File: src/rtl/io_panel.sv
// io_panel: debounced front-panel buttons feeding a one-deep press event queue,
// plus a time-multiplexed active-low seven-segment scan. Define BTN_REPEAT_EN for key auto-repeat.
module io_panel #(
    parameter int DIGITS   = 4,
    parameter int BTNS     = 5,
    parameter int DIV_LOG2 = 16,
    parameter int DEB_N    = 4,
    parameter int CW       = 4
) (
    input  logic                  mclk,
    input  logic                  rst,
    input  logic [BTNS-1:0]       btn,
    input  logic [4*DIGITS-1:0]   disp_val,
    input  logic [DIGITS-1:0]     disp_dp,
    input  logic [DIGITS-1:0]     disp_blank,
    output logic [BTNS-1:0]       btn_level,
    output logic [BTNS-1:0]       btn_press,
    output logic                  evt_valid,
    output logic [CW-1:0]         evt_code,
    input  logic                  evt_ack,
    output logic                  evt_ovf,
    output logic [DIGITS+7:0]     seg
);
    localparam int IW = (DIGITS > 1) ? $clog2(DIGITS) : 1;

    logic [DIV_LOG2-1:0] pre_cnt;
    logic                tick;
    logic [IW-1:0]       digit_idx;
    logic [BTNS-1:0]     sync1, sync2, level_d, rep_fire, press_raw;
    logic [3:0]          deb_cnt [BTNS];

    assign tick = &pre_cnt;

    always_ff @(posedge mclk) begin
        if (rst) begin
            pre_cnt   <= '0;
            digit_idx <= '0;
        end else begin
            pre_cnt <= pre_cnt + DIV_LOG2'(1);
            if (tick)
                digit_idx <= (digit_idx == IW'(DIGITS - 1)) ? '0 : digit_idx + IW'(1);
        end
    end

    // A new level is accepted only after DEB_N consecutive differing tick samples.
    always_ff @(posedge mclk) begin
        if (rst) begin
            sync1     <= '0;
            sync2     <= '0;
            btn_level <= '0;
            for (int i = 0; i < BTNS; i++) deb_cnt[i] <= '0;
        end else begin
            sync1 <= btn;
            sync2 <= sync1;
            if (tick) begin
                for (int i = 0; i < BTNS; i++) begin
                    if (sync2[i] == btn_level[i]) begin
                        deb_cnt[i] <= '0;
                    end else if (deb_cnt[i] == 4'(DEB_N - 1)) begin
                        btn_level[i] <= sync2[i];
                        deb_cnt[i]   <= '0;
                    end else begin
                        deb_cnt[i] <= deb_cnt[i] + 4'd1;
                    end
                end
            end
        end
    end

`ifdef BTN_REPEAT_EN
    localparam int REP_DELAY = 32;
    localparam int REP_RATE  = 8;

    logic [5:0]      rep_cnt [BTNS];
    logic [BTNS-1:0] rep_phase;

    // Counts held ticks; registered fire keeps repeat-to-press latency equal to the original press.
    always_ff @(posedge mclk) begin
        if (rst) begin
            rep_fire  <= '0;
            rep_phase <= '0;
            for (int i = 0; i < BTNS; i++) rep_cnt[i] <= '0;
        end else begin
            rep_fire <= '0;
            for (int i = 0; i < BTNS; i++) begin
                if (!btn_level[i]) begin
                    rep_cnt[i]   <= '0;
                    rep_phase[i] <= 1'b0;
                end else if (tick) begin
                    if (rep_cnt[i] == (rep_phase[i] ? 6'(REP_RATE - 1) : 6'(REP_DELAY - 1))) begin
                        rep_cnt[i]   <= '0;
                        rep_phase[i] <= 1'b1;
                        rep_fire[i]  <= 1'b1;
                    end else begin
                        rep_cnt[i] <= rep_cnt[i] + 6'd1;
                    end
                end
            end
        end
    end
`else
    assign rep_fire = '0;
`endif

    assign press_raw = (btn_level & ~level_d) | rep_fire;

    always_ff @(posedge mclk) begin
        if (rst) begin
            level_d   <= '0;
            btn_press <= '0;
        end else begin
            level_d   <= btn_level;
            btn_press <= press_raw;
        end
    end

    function automatic logic [CW-1:0] lowest_idx(input logic [BTNS-1:0] v);
        lowest_idx = '0;
        for (int i = BTNS - 1; i >= 0; i--)
            if (v[i]) lowest_idx = CW'(i);
    endfunction

    // Only the lowest simultaneous press is kept; anything else that cannot be queued is an overflow.
    always_ff @(posedge mclk) begin
        if (rst) begin
            evt_valid <= 1'b0;
            evt_code  <= '0;
            evt_ovf   <= 1'b0;
        end else if (|btn_press) begin
            if (!evt_valid || evt_ack) begin
                evt_valid <= 1'b1;
                evt_code  <= lowest_idx(btn_press);
                if ((btn_press & (btn_press - BTNS'(1))) != '0)
                    evt_ovf <= 1'b1;
            end else begin
                evt_ovf <= 1'b1;
            end
        end else if (evt_ack) begin
            evt_valid <= 1'b0;
        end
    end

    function automatic logic [6:0] hex_seg(input logic [3:0] n);
        case (n)
            4'h0: hex_seg = 7'h40;
            4'h1: hex_seg = 7'h79;
            4'h2: hex_seg = 7'h24;
            4'h3: hex_seg = 7'h30;
            4'h4: hex_seg = 7'h19;
            4'h5: hex_seg = 7'h12;
            4'h6: hex_seg = 7'h02;
            4'h7: hex_seg = 7'h78;
            4'h8: hex_seg = 7'h00;
            4'h9: hex_seg = 7'h10;
            4'hA: hex_seg = 7'h08;
            4'hB: hex_seg = 7'h03;
            4'hC: hex_seg = 7'h46;
            4'hD: hex_seg = 7'h21;
            4'hE: hex_seg = 7'h06;
            default: hex_seg = 7'h0E;
        endcase
    endfunction

    always_ff @(posedge mclk) begin
        if (rst || disp_blank[digit_idx])
            seg <= '1;
        else
            seg <= {~(DIGITS'(1) << digit_idx), ~disp_dp[digit_idx],
                    hex_seg(disp_val[int'(digit_idx) * 4 +: 4])};
    end
endmodule

File: config.mk
export PLATFORM = sky130hd
export DESIGN_NAME = io_panel
export DESIGN_NICKNAME = d
export VERILOG_FILES = /design/src/rtl/io_panel.sv
export SDC_FILE = /design/constraint.sdc
export NUM_CORES = 1
export LEC_CHECK = 0
export CAP_MARGIN = 5
export CORE_MARGIN = 2
export CORE_UTILIZATION = 45
export DETAILED_ROUTE_END_ITERATION = 10
export PLACE_DENSITY = 0.79
export SYNTH_ARGS = -nofsm -noshare
export SYNTH_HDL_FRONTEND = slang
export SYNTH_SLANG_ARGS = --single-unit
File: constraint.sdc
create_clock -name mclk -period 8.92 [get_ports mclk]
set_clock_uncertainty 0.1 [all_clocks]
set_input_delay 2.23 -clock mclk [delete_from_list [all_inputs] [get_ports mclk]]
set_output_delay 2.23 -clock mclk [all_outputs]
set_load 0.01 [all_outputs]
==> results of run 1 <==
## stage by stage
stage                     hold WS (ns)  instance area, sq um  instances
after detailed placement         0.275                  4140        496
after global placement           0.273                  4140        496
after CTS                        0.286                  4300        512
after global routing             0.299                  4300        512
final                            0.286                  4300        512
after floorplan                  0.268                  3480        348
## critical path, delay by kind of cell
| kind | cells | cell delay (ns) |
|---|---|---|
| AO/OA/AOI/OAI | 1 | 0.24 |
| buffers and inverters | 1 | 0.41 |
| multiplexers | 1 | 0.45 |
| AND/OR/NAND/NOR | 1 | 0.60 |
## metal layers
| metal | track usage (%) | vias to the layer above | part of all wire [%] |
|---|---|---|---|
| li1 | - | 1316 | - |
| met1 | 20.5 | 1179 | 46 |
| met2 | 25.1 | 66 | 47 |
| met3 | 4.44 | 11 | 4.6 |
| met4 | 7.71 | 0 | 2.2 |
| met5 | 0 | - | 0 |
## placed cells by master, fill, tap and decap left out, types with 5 or more instances in the layout
cell	netlist	layout
nor2_1	48	48
mux4_2	6	6
clkbuf_8	0	9
ha_1	16	16
mux2i_1	6	6
xor2_1	16	16
or4_1	6	6
nor4_1	5	5
clkdlybuf4s50_1	0	58
edfxtp_1	20	20
inv_1	20	20
o21ai_0	12	11
nor3_1	9	9
nand4_1	9	9
a21oi_1	14	14
nand2_1	31	31
xnor2_1	9	9
nor2b_1	13	13
dfxtp_1	60	60
nand3_1	9	9
## flip-flops by register name, summed over array words and instances (netlist names)
signal     count
level_d        5
evt_ovf        1
evt_code       3
deb_cnt       20
evt_valid      1
btn_level      5
sync2          5
digit_idx      2
btn_press      5
pre_cnt       16
seg           12
sync1          5
## final cells by class
type / instances / area [sq um] / share of cell area, %
Tap cell: 102 / 128 / 2.97
Multi-Input combinational cell: 234 / 1540 / 35.8
Clock inverter: 5 / 32.5 / 0.756
Sequential cell: 80 / 1800 / 41.9
Clock buffer: 11 / 131 / 3.05
Inverter: 20 / 75.1 / 1.74
Timing Repair Buffer: 60 / 596 / 13.8
## logic make-up (layout without fill, tap and decap cells)
family / Yosys count / in the layout / share of synthesized area (%)
other: 1 / 1 / 0.108
XOR/XNOR: 25 / 25 / 6.30
AO/OA/AOI/OAI: 37 / 37 / 6.19
AND/OR/NAND/NOR: 141 / 141 / 19.7
buffers and inverters: 34 / 96 / 3.89
adder cells (fa/ha/maj): 16 / 16 / 5.76
multiplexers: 14 / 14 / 6.26
flip-flops: 80 / 80 / 51.8
## worst paths after layout
path	from	endpoint	slack, ns	cells after the start
min	level_d[0]	btn_press[0]	0.29	1
max	disp_blank[0]	seg[4]	5.07	4
min reg2reg	level_d[0]	btn_press[0]	0.29	1
max reg2reg	pre_cnt[5]	deb_cnt[3][3]	6.46	4
## power by group
part | switching [uW] | internal, uW
clock network | 124 | 101
registers | 4.81 | 379
logic | 19.1 | 26.6
total | 148 | 507
==> flow_metrics.tcl, run 1 <==
set metrics [dict create \
    htree_levels 3 \
    finalHoldViolations 0 \
    max_freq_mhz 260 \
    gp_congestion 0.878 \
    pin_count 60 \
    utilization_pct 56.6 \
    fin_ws_ns 5.07 \
    port_buffers 58 \
    synth_top_area_share_pct 34.6 \
    post-place-ws_ns 4.72 \
    ys_seq_elements 80 \
    cts_post_setup_buffers_inserted 0 \
    drc 0 \
    cts_root_buf "clkbuf_8" \
    coreArea_sq_um 7610 \
    worstSetupStartpointType "input port" \
    cap_violations 0 \
    synthCells 348 \
    criticalPathCategory "in2reg" \
    worstMarginPinSlew_ns 1.06 \
    grt_overflow_total 0 \
    grt_max_degree 36 \
    cp_cell_sequence "clkdlybuf4s50_1 > mux4_2 > nor2_1 > o221ai_1" \
    timing.final.crit_share_pct 43.2 \
    drt_first_pass_iters 4 \
    power_density_nw_per_um2 152 \
    p_total_uw 655 \
    yosys-top-cells-area "dfxtp_1, edfxtp_1, ha_1" \
    yosysSeqAreaShare_pct 51.8 \
    clk_pin_slew_ns 0.08 \
    grt_pass1_vias 2389 \
    start_util_pct 45.7 \
    period_needed_ns 3.85 \
    hpwl_um 4690 \
    syn_area_sq_um 3480 \
    rows 32 \
    synth_enable_flop_cells 20 \
    antenna_found_initial 0 \
    setup_tns_ns 0 \
    final_net_count 453 \
    syn2layout_area_growth_pct 23.8 \
    crit_slowest_cell "nor2_1" \
    end_kind "register" \
    synth.avg_cell_area_sq_um 9.99 \
    vias 2572 \
    async_flop_share_pct 0 \
    grt_pass1_wl_um 10800 \
    clk_latency_ns 0.34 \
    cts_buffers 9 \
    synthesis.nets 396 \
    viasPerCell 5.02 \
    post_drt_wl_per_cell_um 12.3 \
    track_usage_pct 16.0 \
    dieArea_sq_um 8440 \
    dieWidth_um 91.9 \
    synthDistinctLibCells 34 \
    rsz0062_at_grt "false" \
    synth_ff_type "dfxtp_1" \
    yosys_warnings 0 \
    synth_commonest_cells "dfxtp_1, nor2_1, nand2_1" \
    clock-sinks 80 \
    leakagePower_uw 0.00163 \
    routed_wl_um 6310 \
    synth_area_leader_cell "dfxtp_1" \
    worstPathRequired_ns 9.00 \
    slowest_delay_ns 0.60 \
    cts_hold_buf 0 \
    layout-drive-gt1-share_pct 6.10 \
    cts_tree "yes" \
    max-vdd-ir-drop_v 0.0000924 \
    drv_slew 0 \
    arrival_ns 3.93 \
    diodes 0 \
    ant_nets 0 \
    setup_viol 0 \
    fillers 645 \
    crit_path_max_fanout 12 \
    postCtsResizedCells 0 \
    hold_path_class "reg2reg" \
    status "finished clean" \
    max_slew_margin_pct 28.5 \
    die_y_um 91.9 \
    synth.most_common_cell "dfxtp_1" \
    first_iter_violations 142 \
    clockBufferDepth 2 \
]
No activity file was read; power rests on OpenSTA's default activity.
==> run 2: changes to the inputs <==
clock period = 3.75 ns   (was 8.92 ns; I/O delays follow)
==> run 2 against run 1 <==
Net effect:
- non-clock buffer count increased by 1
- register-to-register slack got worse by 5.4 ns
- via count increased by 0.93%
- sequential share of layout area decreased by 0.91 points
- global-route usage increased by 0.33 points
- largest cell class unchanged
- hold slack improved by 0.00058 ns
==> flow_metrics.tcl, run 2 (same netlist as run 1, synthesis figures left out) <==
set metrics [dict create \
    max_freq_mhz 376 \
    first_iter_violations 182 \
    die_y_um 91.9 \
    max_slew_margin_pct 54.8 \
    utilization_pct 57.8 \
    r2r_cells 4 \
    port_buffers 58 \
    cp_cell_sequence "nand3_1 > or4_1 > o21ai_1 > buf_4" \
    pin_count 60 \
    clk_latency_ns 0.35 \
    track_usage_pct 16.4 \
    hpwl_um 4860 \
    largestRegisters "deb_cnt (20), pre_cnt (16), seg (12)" \
    gp_congestion 0.841 \
    clockBufferDepth 2 \
    p_comb_share_pct 6.2 \
    clock-sinks 80 \
    grt_max_degree 35 \
    crit_slowest_cell "or4_1" \
    largest_register "deb_cnt" \
    finalHoldViolations 0 \
    postCtsResizedCells 0 \
    pwr-share-clk_pct 42.9 \
    crit_path_max_fanout 12 \
    holdPathEnd "btn_press[4]" \
    layout-drive-gt1-share_pct 7.06 \
    cts_tree "yes" \
    p_int_uw 1430 \
    rows 32 \
    cts_hold_buf 0 \
    cpLargestDelayFamily "simple AND/OR/NAND/NOR gates" \
    htree_levels 3 \
    hold_path_class "reg2reg" \
    drc 0 \
    post_drt_wl_per_cell_um 13.1 \
    drv_slew 0 \
    clk_pin_slew_ns 0.08 \
    diodes 0 \
    p_sw_uw 367 \
    timing.final.crit_share_pct 71.0 \
    end_kind "register" \
    crit_buf_inv 1 \
    dieWidth_um 91.9 \
    cts_post_setup_buffers_inserted 0 \
    worstSetupStartpointType "register" \
    r2r_slack_ns 1.09 \
    drt_first_pass_iters 4 \
    final_cells 513 \
    leakagePower_uw 0.00168 \
    layout_commonest_cell "dfxtp_1" \
    cts_buffers 9 \
    setup_tns_ns 0 \
    holdPathStages 1 \
    start_util_pct 45.7 \
    syn2layout_area_growth_pct 26.5 \
    cap_violations 0 \
    grt_pass1_wl_um 11100 \
    vias 2596 \
    final_cell_mix "dfxtp_1, clkdlybuf4s50_1, nor2_1, nand2_1" \
    antenna_found_initial 0 \
    hp-start "level_d[4]" \
    largest_reg_flops 20 \
    coreArea_sq_um 7610 \
    place_area_sq_um 4150 \
    grt_pass1_vias 2449 \
    fillers 644 \
    status "finished clean" \
    setup_viol 0 \
    rsz0062_at_grt "false" \
    arrival_ns 2.62 \
    regToRegStartpoint "pre_cnt[5]" \
    routed_wl_um 6700 \
    max-vdd-ir-drop_v 0.000229 \
    ant_nets 0 \
    p_total_uw 1790 \
    seq_power_share_pct 50.9 \
    worstMarginPinSlew_ns 0.675 \
    cts_root_buf "clkbuf_8" \
    design_area_sq_um 4400 \
    power_density_nw_per_um2 408 \
    slowest_delay_ns 0.76 \
    placed_cells 497 \
    criticalPathCategory "reg2reg" \
    switching_share_pct 20.4 \
    dieArea_sq_um 8440 \
    reg2reg_to "deb_cnt[0][2]" \
    worstPathRequired_ns 3.71 \
    final_net_count 454 \
    grt_overflow_total 0 \
    period_needed_ns 2.66 \
    viasPerCell 5.06 \
]
==> run 2: changes by cell type in the layout (fill, tap and decap cells not counted) <==
cell and delta:
clkinv_1 -1, buf_4 +1, clkbuf_8 +1, clkbuf_1 -2, clkinv_2 -1, bufinv_16 +3
==> run 2: per-stage QoR <==
step	worst slack (ns)	hold WS, ns
after CTS	1.05	0.289
after global routing	0.892	0.302
final	1.09	0.287
after detailed placement	0.846	0.278
after global placement	0.905	0.273
after floorplan	0.858	0.268
==> run 2: layer usage <==
| layer | share of wire [%] | GRT usage, % |
|---|---|---|
| met5 | 0 | 0 |
| met3 | 3.3 | 3.53 |
| met1 | 47 | 20.7 |
| met4 | 1.8 | 6.72 |
| met2 | 48 | 27.3 |
==> run 2: cell type report <==
type / instances / area [sq um] / area share, %
Clock buffer: 10 / 138 / 3.13
Sequential cell: 80 / 1800 / 41.0
Timing Repair Buffer: 61 / 603 / 13.7
Multi-Input combinational cell: 234 / 1540 / 35.0
Tap cell: 102 / 128 / 2.90
Inverter: 20 / 75.1 / 1.71
Clock inverter: 6 / 114 / 2.59
==> run 2: worst reg2reg max path: stages, from the launching register on <==
cell and delay (ns):
dfxtp_1 0.40, nand3_1 0.30, or4_1 0.77, o21ai_1 0.50
buf_4 0.31
==> run 2: worst max path at each step <==
stage                        from            end  slack [ns]  cells after the start
finish                 pre_cnt[5]  deb_cnt[0][2]        1.09                      4
global route           pre_cnt[5]  deb_cnt[0][2]        0.89                      4
CTS                    pre_cnt[5]  deb_cnt[0][2]        1.05                      4
detailed placement   disp_val[12]         seg[3]        0.85                      6
global placement    disp_blank[3]         seg[2]        0.90                      4
floorplan              pre_cnt[9]  deb_cnt[0][0]        0.86                      4
==> run 2: power groups by stage <==
stage	sequential [uW]	clock (uW)	combinational (uW)
2_1_floorplan	934	0	53.8
3_3_place_gp	932	0	107
3_5_place_dp	934	0	110
4_1_cts	913	784	111
5_1_grt	916	823	122
6_report	913	771	111
==> run 3: changes to the inputs <==
PLACE_DENSITY = 0.81   (was 0.79)
clock period = 2.32 ns   (was 3.75 ns; I/O delays follow)
==> run 3 against run 2 <==
Net effect:
- final area grew 1.9%
- combinational power grew 77%
- cell count grew 2.9%
- die area is the same
- routed wire length grew 5.4%
- highest routed layer unchanged
==> flow_metrics.tcl, run 3 (same netlist as run 1, synthesis figures left out) <==
set metrics [dict create \
    coreArea_sq_um 7610 \
    worstSetupStartpointType "register" \
    layout-drive-gt1-share_pct 10.6 \
    layout_commonest_cell "dfxtp_1" \
    post-place-ws_ns -0.136 \
    clockBufferDepth 2 \
    worstPathRequired_ns 2.29 \
    regToRegStartpoint "pre_cnt[9]" \
    final_cell_mix "dfxtp_1, clkdlybuf4s50_1, nor2_1, nand2_1" \
    slowest_delay_ns 0.77 \
    diodes 0 \
    crit_buf_inv 1 \
    rsz0062_at_grt "false" \
    track_usage_pct 17.9 \
    cap_violations 0 \
    worstMarginPinSlew_ns 0.580 \
    grt_max_degree 22 \
    largest_register "deb_cnt" \
    r2r_slack_ns 0.12 \
    port_buffers 58 \
    hold_path_class "reg2reg" \
    viasPerCell 5.05 \
    cts_buffers 9 \
    cts_tree "yes" \
    max-vdd-ir-drop_v 0.000412 \
    grt_pass1_wl_um 12200 \
    cts_hold_buf 0 \
    power_density_nw_per_um2 612 \
    drc 0 \
    drv_slew 0 \
    r2r_cells 4 \
    grt_overflow_total 0 \
    final_net_count 469 \
    syn2layout_area_growth_pct 29.0 \
    cts_post_setup_buffers_inserted 0 \
    period_needed_ns 2.20 \
    hpwl_um 5180 \
    setup_viol 0 \
    post_drt_wl_per_cell_um 13.4 \
    max_slew_margin_pct 61.3 \
    crit_slowest_cell "or4_1" \
    clk_latency_ns 0.36 \
    vias 2669 \
    ant_nets 0 \
    cts_root_buf "clkbuf_8" \
    holdPathEnd "btn_press[4]" \
    largestRegisters "deb_cnt (20), pre_cnt (16), seg (12)" \
    cpLargestDelayFamily "simple AND/OR/NAND/NOR gates" \
    hp-start "level_d[4]" \
    dieWidth_um 91.9 \
    die_y_um 91.9 \
    largest_reg_flops 20 \
    dieArea_sq_um 8440 \
    fin_ws_ns 0.125 \
    finalHoldViolations 0 \
    pin_count 60 \
    htree_levels 3 \
    first_iter_violations 143 \
    drt_first_pass_iters 4 \
    routed_wl_um 7060 \
    start_util_pct 45.7 \
    criticalPathCategory "reg2reg" \
    status "finished clean" \
    holdPathStages 1 \
    reg2reg_to "deb_cnt[3][0]" \
    end_kind "register" \
    timing.final.crit_share_pct 94.6 \
    antenna_found_initial 0 \
    clock-sinks 80 \
    rows 32 \
    max_freq_mhz 456 \
    gp_congestion 0.900 \
    arrival_ns 2.17 \
    cp_cell_sequence "nand4_2 > or4_1 > o21ai_2 > buf_4" \
    leakagePower_uw 0.00174 \
    setup_tns_ns 0 \
    postCtsResizedCells 0 \
    crit_path_max_fanout 10 \
    clk_pin_slew_ns 0.09 \
    grt_pass1_vias 2624 \
]
run 3: changes by cell type in the layout (fill, tap and decap cells not counted):
cell / change
buf_4: +14
bufinv_16: -2
inv_6: +2
buf_12: +1
clkbuf_8: -1
clkinv_4: +1
clkinvlp_4: -1
inv_8: +1
o21ai_1: -1
o21ai_2: +1
run 3: stage by stage:
step	cell area [sq um]	hold slack, ns	instances	utilization, %	power [uW]
final	4480	0.295	528	58.9	2740
after global routing	4480	0.307	528	58.9	2850
after CTS	4480	0.300	528	58.9	2760
after detailed placement	4280	0.290	512	56.2	1700
after global placement	4280	0.275	512	56.2	1700
after floorplan	3480	0.268	348	-	1600
run 3: worst max-delay path by stage:
stage,cells after the start,slack [ns],startpoint,endpoint
2_1_floorplan,4,0.17,pre_cnt[9],deb_cnt[0][0]
3_3_place_gp,6,-0.05,disp_val[12],seg[3]
4_1_cts,4,0.13,pre_cnt[9],deb_cnt[3][0]
6_report,4,0.12,pre_cnt[9],deb_cnt[3][0]
5_1_grt,4,0.009,pre_cnt[9],deb_cnt[3][0]
3_5_place_dp,6,-0.14,disp_val[12],seg[3]
run 3: layout make-up:
cell class / instances / area, sq um
Fill cell: 646 / 3120
Sequential cell: 80 / 1800
Multi-Input combinational cell: 234 / 1540
Timing Repair Buffer: 76 / 728
Tap cell: 102 / 128
Clock buffer: 9 / 124
Clock inverter: 7 / 83.8
Inverter: 20 / 75.1
run 3: metal layers:
| layer | wire [um] | vias to the layer above | GRT usage (%) |
|---|---|---|---|
| met5 | 0 | - | 0 |
| met3 | 277 | 14 | 4.35 |
| met1 | 3130 | 1240 | 22.3 |
| met2 | 3520 | 61 | 29.5 |
| li1 | - | 1354 | - |
| met4 | 133 | 0 | 8.21 |
run 3: where the power goes:
part	internal, uW	switching (uW)	total (uW)
clock network	518	554	1070
logic	117	79.6	196
registers	1460	18.2	1480
